===== src/rtl/acq_arb_pkg.sv =====
// Shared definitions for the acquisition mode arbiter: frame tags, state
// encoding and the builder for header/trailer words written to the USB FIFO.
package acq_arb_pkg;

  localparam logic [7:0] HDR_TAG = 8'hA5;
  localparam logic [7:0] TRL_TAG = 8'h5A;

  localparam logic [2:0] ST_IDLE    = 3'd0;
  localparam logic [2:0] ST_HEADER  = 3'd1;
  localparam logic [2:0] ST_RUN     = 3'd2;
  localparam logic [2:0] ST_TRAILER = 3'd3;
  localparam logic [2:0] ST_DONE    = 3'd4;

  typedef enum logic [2:0] {
    IDLE    = ST_IDLE,
    HEADER  = ST_HEADER,
    RUN     = ST_RUN,
    TRAILER = ST_TRAILER,
    DONE    = ST_DONE
  } arbState_t;

  // Tag sits in the top byte, the abort flag just below it, and the mode
  // index in the low bits; everything in between is zero.
  function automatic logic [63:0] buildFrameWord(
    input logic [7:0]  tag,
    input logic        abortFlag,
    input logic [15:0] mode,
    input int          dataWidth
  );
    logic [63:0] word;
    word = 64'(mode);
    word = word | (64'(abortFlag) << (dataWidth - 9));
    word = word | (64'(tag) << (dataWidth - 8));
    return word;
  endfunction

endpackage


===== src/rtl/acq_skid_buffer.sv =====
// Single-entry holding register between the active source lane and the USB
// FIFO. A word that arrives while the FIFO is full is parked here; a word that
// arrives while something is already parked is dropped and flagged.
module acq_skid_buffer #(
  parameter int DATA_WIDTH = 16
) (
  input  logic                  Clk,
  input  logic                  reset_n,
  input  logic                  active,
  input  logic                  push,
  input  logic [DATA_WIDTH-1:0] pushData,
  input  logic                  fifoFull,
  output logic                  skidValid,
  output logic                  outValid,
  output logic [DATA_WIDTH-1:0] outData,
  output logic                  drop
);

  logic [DATA_WIDTH-1:0] skidData;

  // The parked word always leaves before any new word, so order is kept.
  always_comb begin
    drop     = push && skidValid;
    outValid = active && !fifoFull && (skidValid || push);
    outData  = skidValid ? skidData : pushData;
  end

  // Park on push-into-full, release as soon as the FIFO accepts a write.
  always_ff @(posedge Clk or negedge reset_n) begin
    if (!reset_n) begin
      skidValid <= 1'b0;
      skidData  <= '0;
    end else if (skidValid) begin
      if (active && !fifoFull) begin
        skidValid <= 1'b0;
      end
    end else if (push && fifoFull) begin
      skidValid <= 1'b1;
      skidData  <= pushData;
    end
  end

endmodule


===== src/rtl/acq_mode_arbiter.sv =====
// Arbitrates NUM_SRC acquisition/test engines onto one Microroc DAC path and
// one USB data FIFO. A run is framed by header and trailer words, the mode is
// captured only while idle, and a run can be aborted by dropping StartStop.
module acq_mode_arbiter #(
  parameter int NUM_SRC    = 4,
  parameter int DATA_WIDTH = 16,
  parameter int DAC_WIDTH  = 10,
  parameter int MODE_W     = 4
) (
  input  logic                          Clk,
  input  logic                          reset_n,
  input  logic [MODE_W-1:0]             ModeSelect,
  input  logic                          StartStop,
  output logic [NUM_SRC-1:0]            SrcStart,
  output logic [NUM_SRC-1:0]            SrcForceReset,
  input  logic [NUM_SRC-1:0]            SrcDone,
  input  logic [NUM_SRC*DATA_WIDTH-1:0] SrcData,
  input  logic [NUM_SRC-1:0]            SrcData_en,
  output logic                          SrcStall,
  input  logic [DAC_WIDTH-1:0]          UsbDac,
  input  logic [NUM_SRC*DAC_WIDTH-1:0]  SrcDac,
  output logic [DAC_WIDTH-1:0]          OutDac,
  input  logic                          UsbFifoFull,
  output logic [DATA_WIDTH-1:0]         UsbFifoData,
  output logic                          UsbFifoData_en,
  output logic                          TestDone,
  output logic                          Busy,
  output logic [MODE_W-1:0]             ActiveMode,
  output logic                          Overflow
);

  import acq_arb_pkg::*;

  arbState_t             state;
  logic                  startStopQ;
  logic                  abortFlag;
  logic [DATA_WIDTH-1:0] laneData;
  logic                  laneEn;
  logic                  laneDone;
  logic [NUM_SRC-1:0]    activeOneHot;
  logic                  modeValid;
  logic [DATA_WIDTH-1:0] headerWord;
  logic [DATA_WIDTH-1:0] trailerWord;
  logic                  skidActive;
  logic                  skidPush;
  logic                  skidValid;
  logic                  skidOut;
  logic [DATA_WIDTH-1:0] skidOutData;
  logic                  skidDrop;

  // Pick the latched source's data lane, strobe, done and DAC value; mode 0
  // (normal ACQ) keeps the USB-programmed DAC value.
  always_comb begin
    laneData = '0;
    laneEn   = 1'b0;
    laneDone = 1'b0;
    OutDac   = UsbDac;
    for (int i = 0; i < NUM_SRC; i++) begin
      if (ActiveMode == MODE_W'(i)) begin
        laneData = SrcData[i*DATA_WIDTH +: DATA_WIDTH];
        laneEn   = SrcData_en[i];
        laneDone = SrcDone[i];
        if (i != 0) begin
          OutDac = SrcDac[i*DAC_WIDTH +: DAC_WIDTH];
        end
      end
    end
  end

  // Frame words, mode validity and the handshake into the skid buffer.
  always_comb begin
    activeOneHot = NUM_SRC'(1) << ActiveMode;
    modeValid    = int'(ModeSelect) < NUM_SRC;
    headerWord   = DATA_WIDTH'(buildFrameWord(HDR_TAG, 1'b0, 16'(ActiveMode), DATA_WIDTH));
    trailerWord  = DATA_WIDTH'(buildFrameWord(TRL_TAG, abortFlag, 16'(ActiveMode), DATA_WIDTH));
    skidActive   = (state == RUN) || (state == TRAILER);
    skidPush     = (state == RUN) && laneEn;
    SrcStall     = skidValid;
  end

  acq_skid_buffer #(
    .DATA_WIDTH(DATA_WIDTH)
  ) uSkid (
    .Clk      (Clk),
    .reset_n  (reset_n),
    .active   (skidActive),
    .push     (skidPush),
    .pushData (laneData),
    .fifoFull (UsbFifoFull),
    .skidValid(skidValid),
    .outValid (skidOut),
    .outData  (skidOutData),
    .drop     (skidDrop)
  );

  // Run sequencer: start edge, header, forwarding, trailer, wait for release.
  always_ff @(posedge Clk or negedge reset_n) begin
    if (!reset_n) begin
      state          <= IDLE;
      ActiveMode     <= '0;
      startStopQ     <= 1'b0;
      abortFlag      <= 1'b0;
      SrcStart       <= '0;
      SrcForceReset  <= '0;
      UsbFifoData    <= '0;
      UsbFifoData_en <= 1'b0;
      TestDone       <= 1'b0;
      Busy           <= 1'b0;
      Overflow       <= 1'b0;
    end else begin
      startStopQ     <= StartStop;
      UsbFifoData_en <= 1'b0;
      TestDone       <= 1'b0;
      SrcForceReset  <= '0;
      if (skidDrop) begin
        Overflow <= 1'b1;
      end
      if (skidOut) begin
        UsbFifoData    <= skidOutData;
        UsbFifoData_en <= 1'b1;
      end
      case (state)
        IDLE: begin
          if (StartStop && !startStopQ && modeValid) begin
            ActiveMode <= ModeSelect;
            abortFlag  <= 1'b0;
            Overflow   <= 1'b0;
            Busy       <= 1'b1;
            state      <= HEADER;
          end
        end
        HEADER: begin
          if (!UsbFifoFull) begin
            UsbFifoData    <= headerWord;
            UsbFifoData_en <= 1'b1;
            state          <= RUN;
          end
        end
        RUN: begin
          if (laneDone) begin
            state <= TRAILER;
          end else if (!StartStop) begin
            SrcForceReset <= activeOneHot;
            SrcStart      <= '0;
            abortFlag     <= 1'b1;
            state         <= TRAILER;
          end else begin
            SrcStart <= activeOneHot;
          end
        end
        TRAILER: begin
          if (!skidValid && !UsbFifoFull) begin
            UsbFifoData    <= trailerWord;
            UsbFifoData_en <= 1'b1;
            SrcStart       <= '0;
            TestDone       <= 1'b1;
            state          <= DONE;
          end
        end
        DONE: begin
          if (!StartStop) begin
            Busy  <= 1'b0;
            state <= IDLE;
          end
        end
        default: begin
          Busy  <= 1'b0;
          state <= IDLE;
        end
      endcase
    end
  end

endmodule


===== config.mk =====
export PLATFORM = sky130hd
export DESIGN_NAME = acq_mode_arbiter
export DESIGN_NICKNAME = d
export VERILOG_FILES = /design/src/rtl/acq_arb_pkg.sv /design/src/rtl/acq_skid_buffer.sv /design/src/rtl/acq_mode_arbiter.sv
export SDC_FILE = /design/constraint.sdc
export NUM_CORES = 1
export LEC_CHECK = 0
export ABC_AREA = 1
export CAP_MARGIN = 10
export CORE_MARGIN = 4
export CORE_UTILIZATION = 41
export DETAILED_ROUTE_END_ITERATION = 8
export PLACE_DENSITY_LB_ADDON = 0.08
export SLEW_MARGIN = 20
export SYNTH_ARGS = -nofsm -noshare
export SYNTH_HDL_FRONTEND = slang
export SYNTH_SLANG_ARGS = --single-unit

===== constraint.sdc =====
create_clock -name Clk -period 2.4 [get_ports Clk]
set_input_delay 0.24 -clock Clk [delete_from_list [all_inputs] [get_ports Clk]]
set_output_delay 0.24 -clock Clk [all_outputs]
set_load 0.03 [all_outputs]

---- Word level (Yosys, flattened, before mapping) ----
Cells that the tools add are included.
word-level totals
  register bits after elaboration ......... 54
  output and inout port bits .............. 43
  word-level logic and storage cells ...... 109
cells by class
  magnitude comparators ................... 1
  eq/ne operators ......................... 14
  shifts and indexed selects .............. 1
  multiplexer cells ....................... 53
  bitwise gates (word level) .............. 3
  reductions and logical operators ........ 24
operator list
  kind                                                 count
  two-way mux 16 bit                                   8
  case mux 16 bit (2 select lines)                     1
  two-way mux 10 bit                                   3
  two-way mux 1 bit                                    24
  two-way mux 4 bit                                    6
  two-way mux 3 bit                                    6
  case mux 3 bit (5 select lines)                      1
  inequality test 2 bit, second input constant         5
  equality test 4 x 2 -> 1 bit, second input constant  2
  logical AND 1 bit                                    8
  OR 4 x 8 -> 8 bit                                    1
  case mux 4 bit (2 select lines)                      1
  equality test 3 x 2 -> 1 bit, second input constant  2
  AND reduction 3 bit                                  2
  AND reduction 5 bit                                  1
  equality test 4 x 1 -> 1 bit, second input constant  1
  logical NOT 4 bit                                    1
  < comparator 4 x 3 -> 1 bit, second input constant   1
  case mux 1 bit (2 select lines)                      2
  AND reduction 2 bit                                  2
  AND reduction 4 bit                                  1
  nonzero test 2 bit                                   2
  << shifter 1 x 4 -> 4 bit, first input constant      1
  equality test 3 x 1 -> 1 bit, second input constant  1
  other kinds (9)                                      13

---- Depth between registers and ports, before layout ----
  word-level depth ........................ 11
  depth in mapped cells ................... 13
  mapped depth without buffers ............ 12

---- By module ----
Synthesis repeated with hierarchy kept, for this count alone.
unflattened totals
  cell total of the unflattened synthesis .. 476
  area, all modules ....................... 3487.1 um^2
modules (own cells, without submodules)
  module            times used  cells an instance  area an instance (um^2)  sequential area each (um^2)
  acq_mode_arbiter  1           343                2532.4                   925.9
  acq_skid_buffer   1           133                954.7                    425.4

---- Worst setup path after synthesis ----
OpenSTA, ideal clock, no wires.
  kind .................................... flip-flop to output port
  start point ............................. register ActiveMode[1]
  end point ............................... output port OutDac[0]
  arrival time ............................ 1.995 ns
  path slack .............................. 0.165 ns
  cell stages (with the launch flop) ...... 8
  cell sequence ........................... dfrtp_1 inv_1 nor2_1 nand2_1 inv_2 clkbuf_1 a21oi_1 a21oi_1
on the way
  word-level cells in the longest chain between the ends .. 4
  elaborated cells between the ends (all ways) .. 6
  those cells by class .................... 3 x eq/ne; 3 x mux
RTL lines
  element                          line                     text
  start, declared                  acq_mode_arbiter.sv:28   output logic [MODE_W-1:0] ActiveMode,
  start signal, assigned           acq_mode_arbiter.sv:125  ActiveMode <= ModeSelect;
  equality test 4 x 1 -> 1 bit     acq_mode_arbiter.sv:59   if (ActiveMode == MODE_W'(i)) begin
  two-way mux 10 bit (2 in a row)  acq_mode_arbiter.sv:59
  two-way mux 10 bit (*)           acq_mode_arbiter.sv:59
  end, declared                    acq_mode_arbiter.sv:22   output logic [DAC_WIDTH-1:0] OutDac,
Mark *: on every way between the ends. The rest lies on a longest branch, timed or not.

---- Final worst setup path ----
  start point ............................. register ActiveMode[3]
  end point ............................... output port OutDac[4]
Same word-level chain as after synthesis.

==> run metrics <==
Seq cells post-synth 54; area of the multi-input gates 0.00186 mm2; vias in the first global route 4,162; most frequent cells in the layout nand2_1 (155), clkdlybuf4s50_1 (151), nand3_1 (75), inv_1 (58), dfrtp_1 (54); Reg2Reg Setup Slack 0.30 ns; total wire length 11,900 um; H-tree depth 2; drt first-iter violations 208; GRT overflow 0; worst-case reg-to-reg path depth 11; cts bufs inserted 5; Seq/Total Area, Yosys 0.380; Antenna Nets Post-Route 0; Pre-antenna DRT Iters 5; IR drop worst, VDD 704 uV; crit path capture type output pin; Clock Latency Late Sink 0.31 ns; routed len/inst 14.8 um; most common cell after layout, fill and taps aside nand2_1; DRC Markers 0; Chip Width 101 um; first-pass GRT wire length 19,500 um; Final setup viols 0; initial antenna violation count 0; fill count 741; path length in cells of the critical path 6; f_max 457 MHz; # nets final 827; CP arrival 1.95 ns; CP max FO 11; worst slew pin tran 0.592 ns; MaxCap Viol Count 0; Layout Utilization 0.657; Setup crit end OutDac[4]; CTS root buf clkbuf_8; relative slew slack 0.605; WP data required 2.16 ns; Post-Syn Nets 656; dpl hpwl 9250 um; Buffers on Ports 162; RSZ-0062 raised after global routing false; Post-Place Setup Slack 0.351 ns; DIE AREA 0.0102 mm2; Final min period 2.19 ns; largest net degree at the start of global routing 27; Reg area 0.00135 mm2; r2r endpoint UsbFifoData[6]$_DFF_PN0_; class of the worst hold path input pin to asynchronous set/reset pin; outcome finished clean; slowest CP cell dfrtp_1; Mapped Cells 526; fin crit share 0.912; worst path bufs/invs 2; Layout area overhead 54.1%; diode count 0; initial core utilization 0.426; via count 4,089; Clock Path Buffers 2; crit-path cells nor2_1, nand2_1, inv_2, a21oi_1, a21oi_1, buf_4; post-route setup TNS 0 ns; final hold violations 0; reg2reg start ActiveMode[3]$_DFFE_PN0P_; largest stage delay on the critical path 0.50 ns; gp weighted congestion 0.787; CTS tree yes; syn_area_per_cell 6.76 um2; layout cells sized above 1 0.117; Final WS setup 0.210 ns; Clock Skew 0.0129 ns; total track usage 0.238; num rows 33; Crit path top cell by count a21oi_1; Critical Path Start Type flop; clk slew on worst S/H paths 0.10 ns; CP top delay family flip-flops; core area 0.00834 mm2; clock sinks 54; Worst setup startpoint ActiveMode[3]$_DFFE_PN0P_; Ports 173; WS Path Type flop to output pin; Die H 101 um; pwr dens 1230 mW/mm2; synth unique cells 26; Cell Area, Synth 0.00355 mm2; via/cell ratio 5.09; Yosys Warn Count 0; Static Leak 2.66 nW; Slew Viols, Final 0; hold slack 0.451 ns
[through the flow]
step | cells | cell area (um2) | power [W]
floorplan | 526 | 3550 | 0.00442
global placement | 790 | 5310 | 0.00599
detailed placement | 790 | 5310 | 0.00607
CTS | 799 | 5430 | 0.00671
global route | 803 | 5480 | 0.00734
finish | 803 | 5480 | 0.00673
[final cells by class]
cell class,instances,area share
tap,105,0.0240
timing repair buffer,187,0.325
sequential,54,0.247
clock inverter,3,0.00731
multi-input combinational,384,0.339
clock buffer,5,0.0126
inverter,65,0.0452
[sequential cells by signal, indices dropped and copies added (netlist names), 3 cells and up]
signal / flops
UsbFifoData: 16
uSkid.skidData: 16
ActiveMode: 4
state: 3
SrcForceReset: 4
SrcStart: 4
[logic make-up (layout without fill, tap and decap cells)]
family	count (synthesis)	in the layout	synth area share
compound gates	85	85	0.148
flops	54	54	0.380
buf+inv	88	260	0.101
simple gates	299	299	0.371
[power by group]
group	leakage [nW]	internal [W]	switching, W
Clock	0.0579	0.000308	0.000305
Sequential	0.705	0.00128	0.000259
Combinational	1.89	0.00175	0.00283
[synth_stat cells]
cell | instances | area [um2]
buf_4 | 1 | 7.51
o21ai_2 | 11 | 96.3
nor2_4 | 3 | 33.8
or2_4 | 1 | 8.76
inv_2 | 6 | 22.5
inv_1 | 59 | 221
nor3_4 | 1 | 16.3
nor3_1 | 2 | 10.0
or2_2 | 10 | 62.6
a21oi_1 | 21 | 105
nand2_2 | 3 | 18.8
o22ai_1 | 2 | 12.5
o21ai_0 | 29 | 145
o21a_1 | 1 | 7.51
buf_1 | 1 | 3.75
nor2_2 | 1 | 6.26
nand2_4 | 1 | 11.3
buf_2 | 8 | 40.0
o211ai_1 | 21 | 158
nor2_1 | 40 | 150
dfrtp_1 | 54 | 1350
clkbuf_1 | 11 | 41.3
nand2_1 | 155 | 582
nand4_1 | 7 | 43.8
buf_6 | 2 | 22.5
nand3_1 | 75 | 375
[routing by layer]
metal / GRT usage / up-vias / routed length (um)
met3: 0.0512 / 24 / 749
met1: 0.275 / 1887 / 4570
met5: 0 / - / 0
met2: 0.442 / 130 / 6310
met4: 0.0593 / 0 / 262
li1: - / 2048 / -
[repair_timing]
action                     4_1_cts  5_1_grt
setup endpoints to repair        0       10
hold buffers                     1        0
setup buffers                    0        4
gates resized for setup          0        4
hold endpoints to repair        24        0
[worst min-delay path by stage]
stage                 start  cells past startpoint  slack [ns]                              to
floorplan           reset_n                      0       -0.06       ActiveMode[0]$_DFFE_PN0P_
global placement    reset_n                      1        0.27   uSkid.skidData[0]$_DFFE_PN0P_
detailed placement  reset_n                      1        0.28   uSkid.skidData[0]$_DFFE_PN0P_
CTS                 reset_n                      2        0.47   uSkid.skidData[0]$_DFFE_PN0P_
global route        reset_n                      2        0.52   uSkid.skidData[0]$_DFFE_PN0P_
finish              reset_n                      2        0.45  uSkid.skidData[15]$_DFFE_PN0P_
Power figures use the tool's default switching activity.
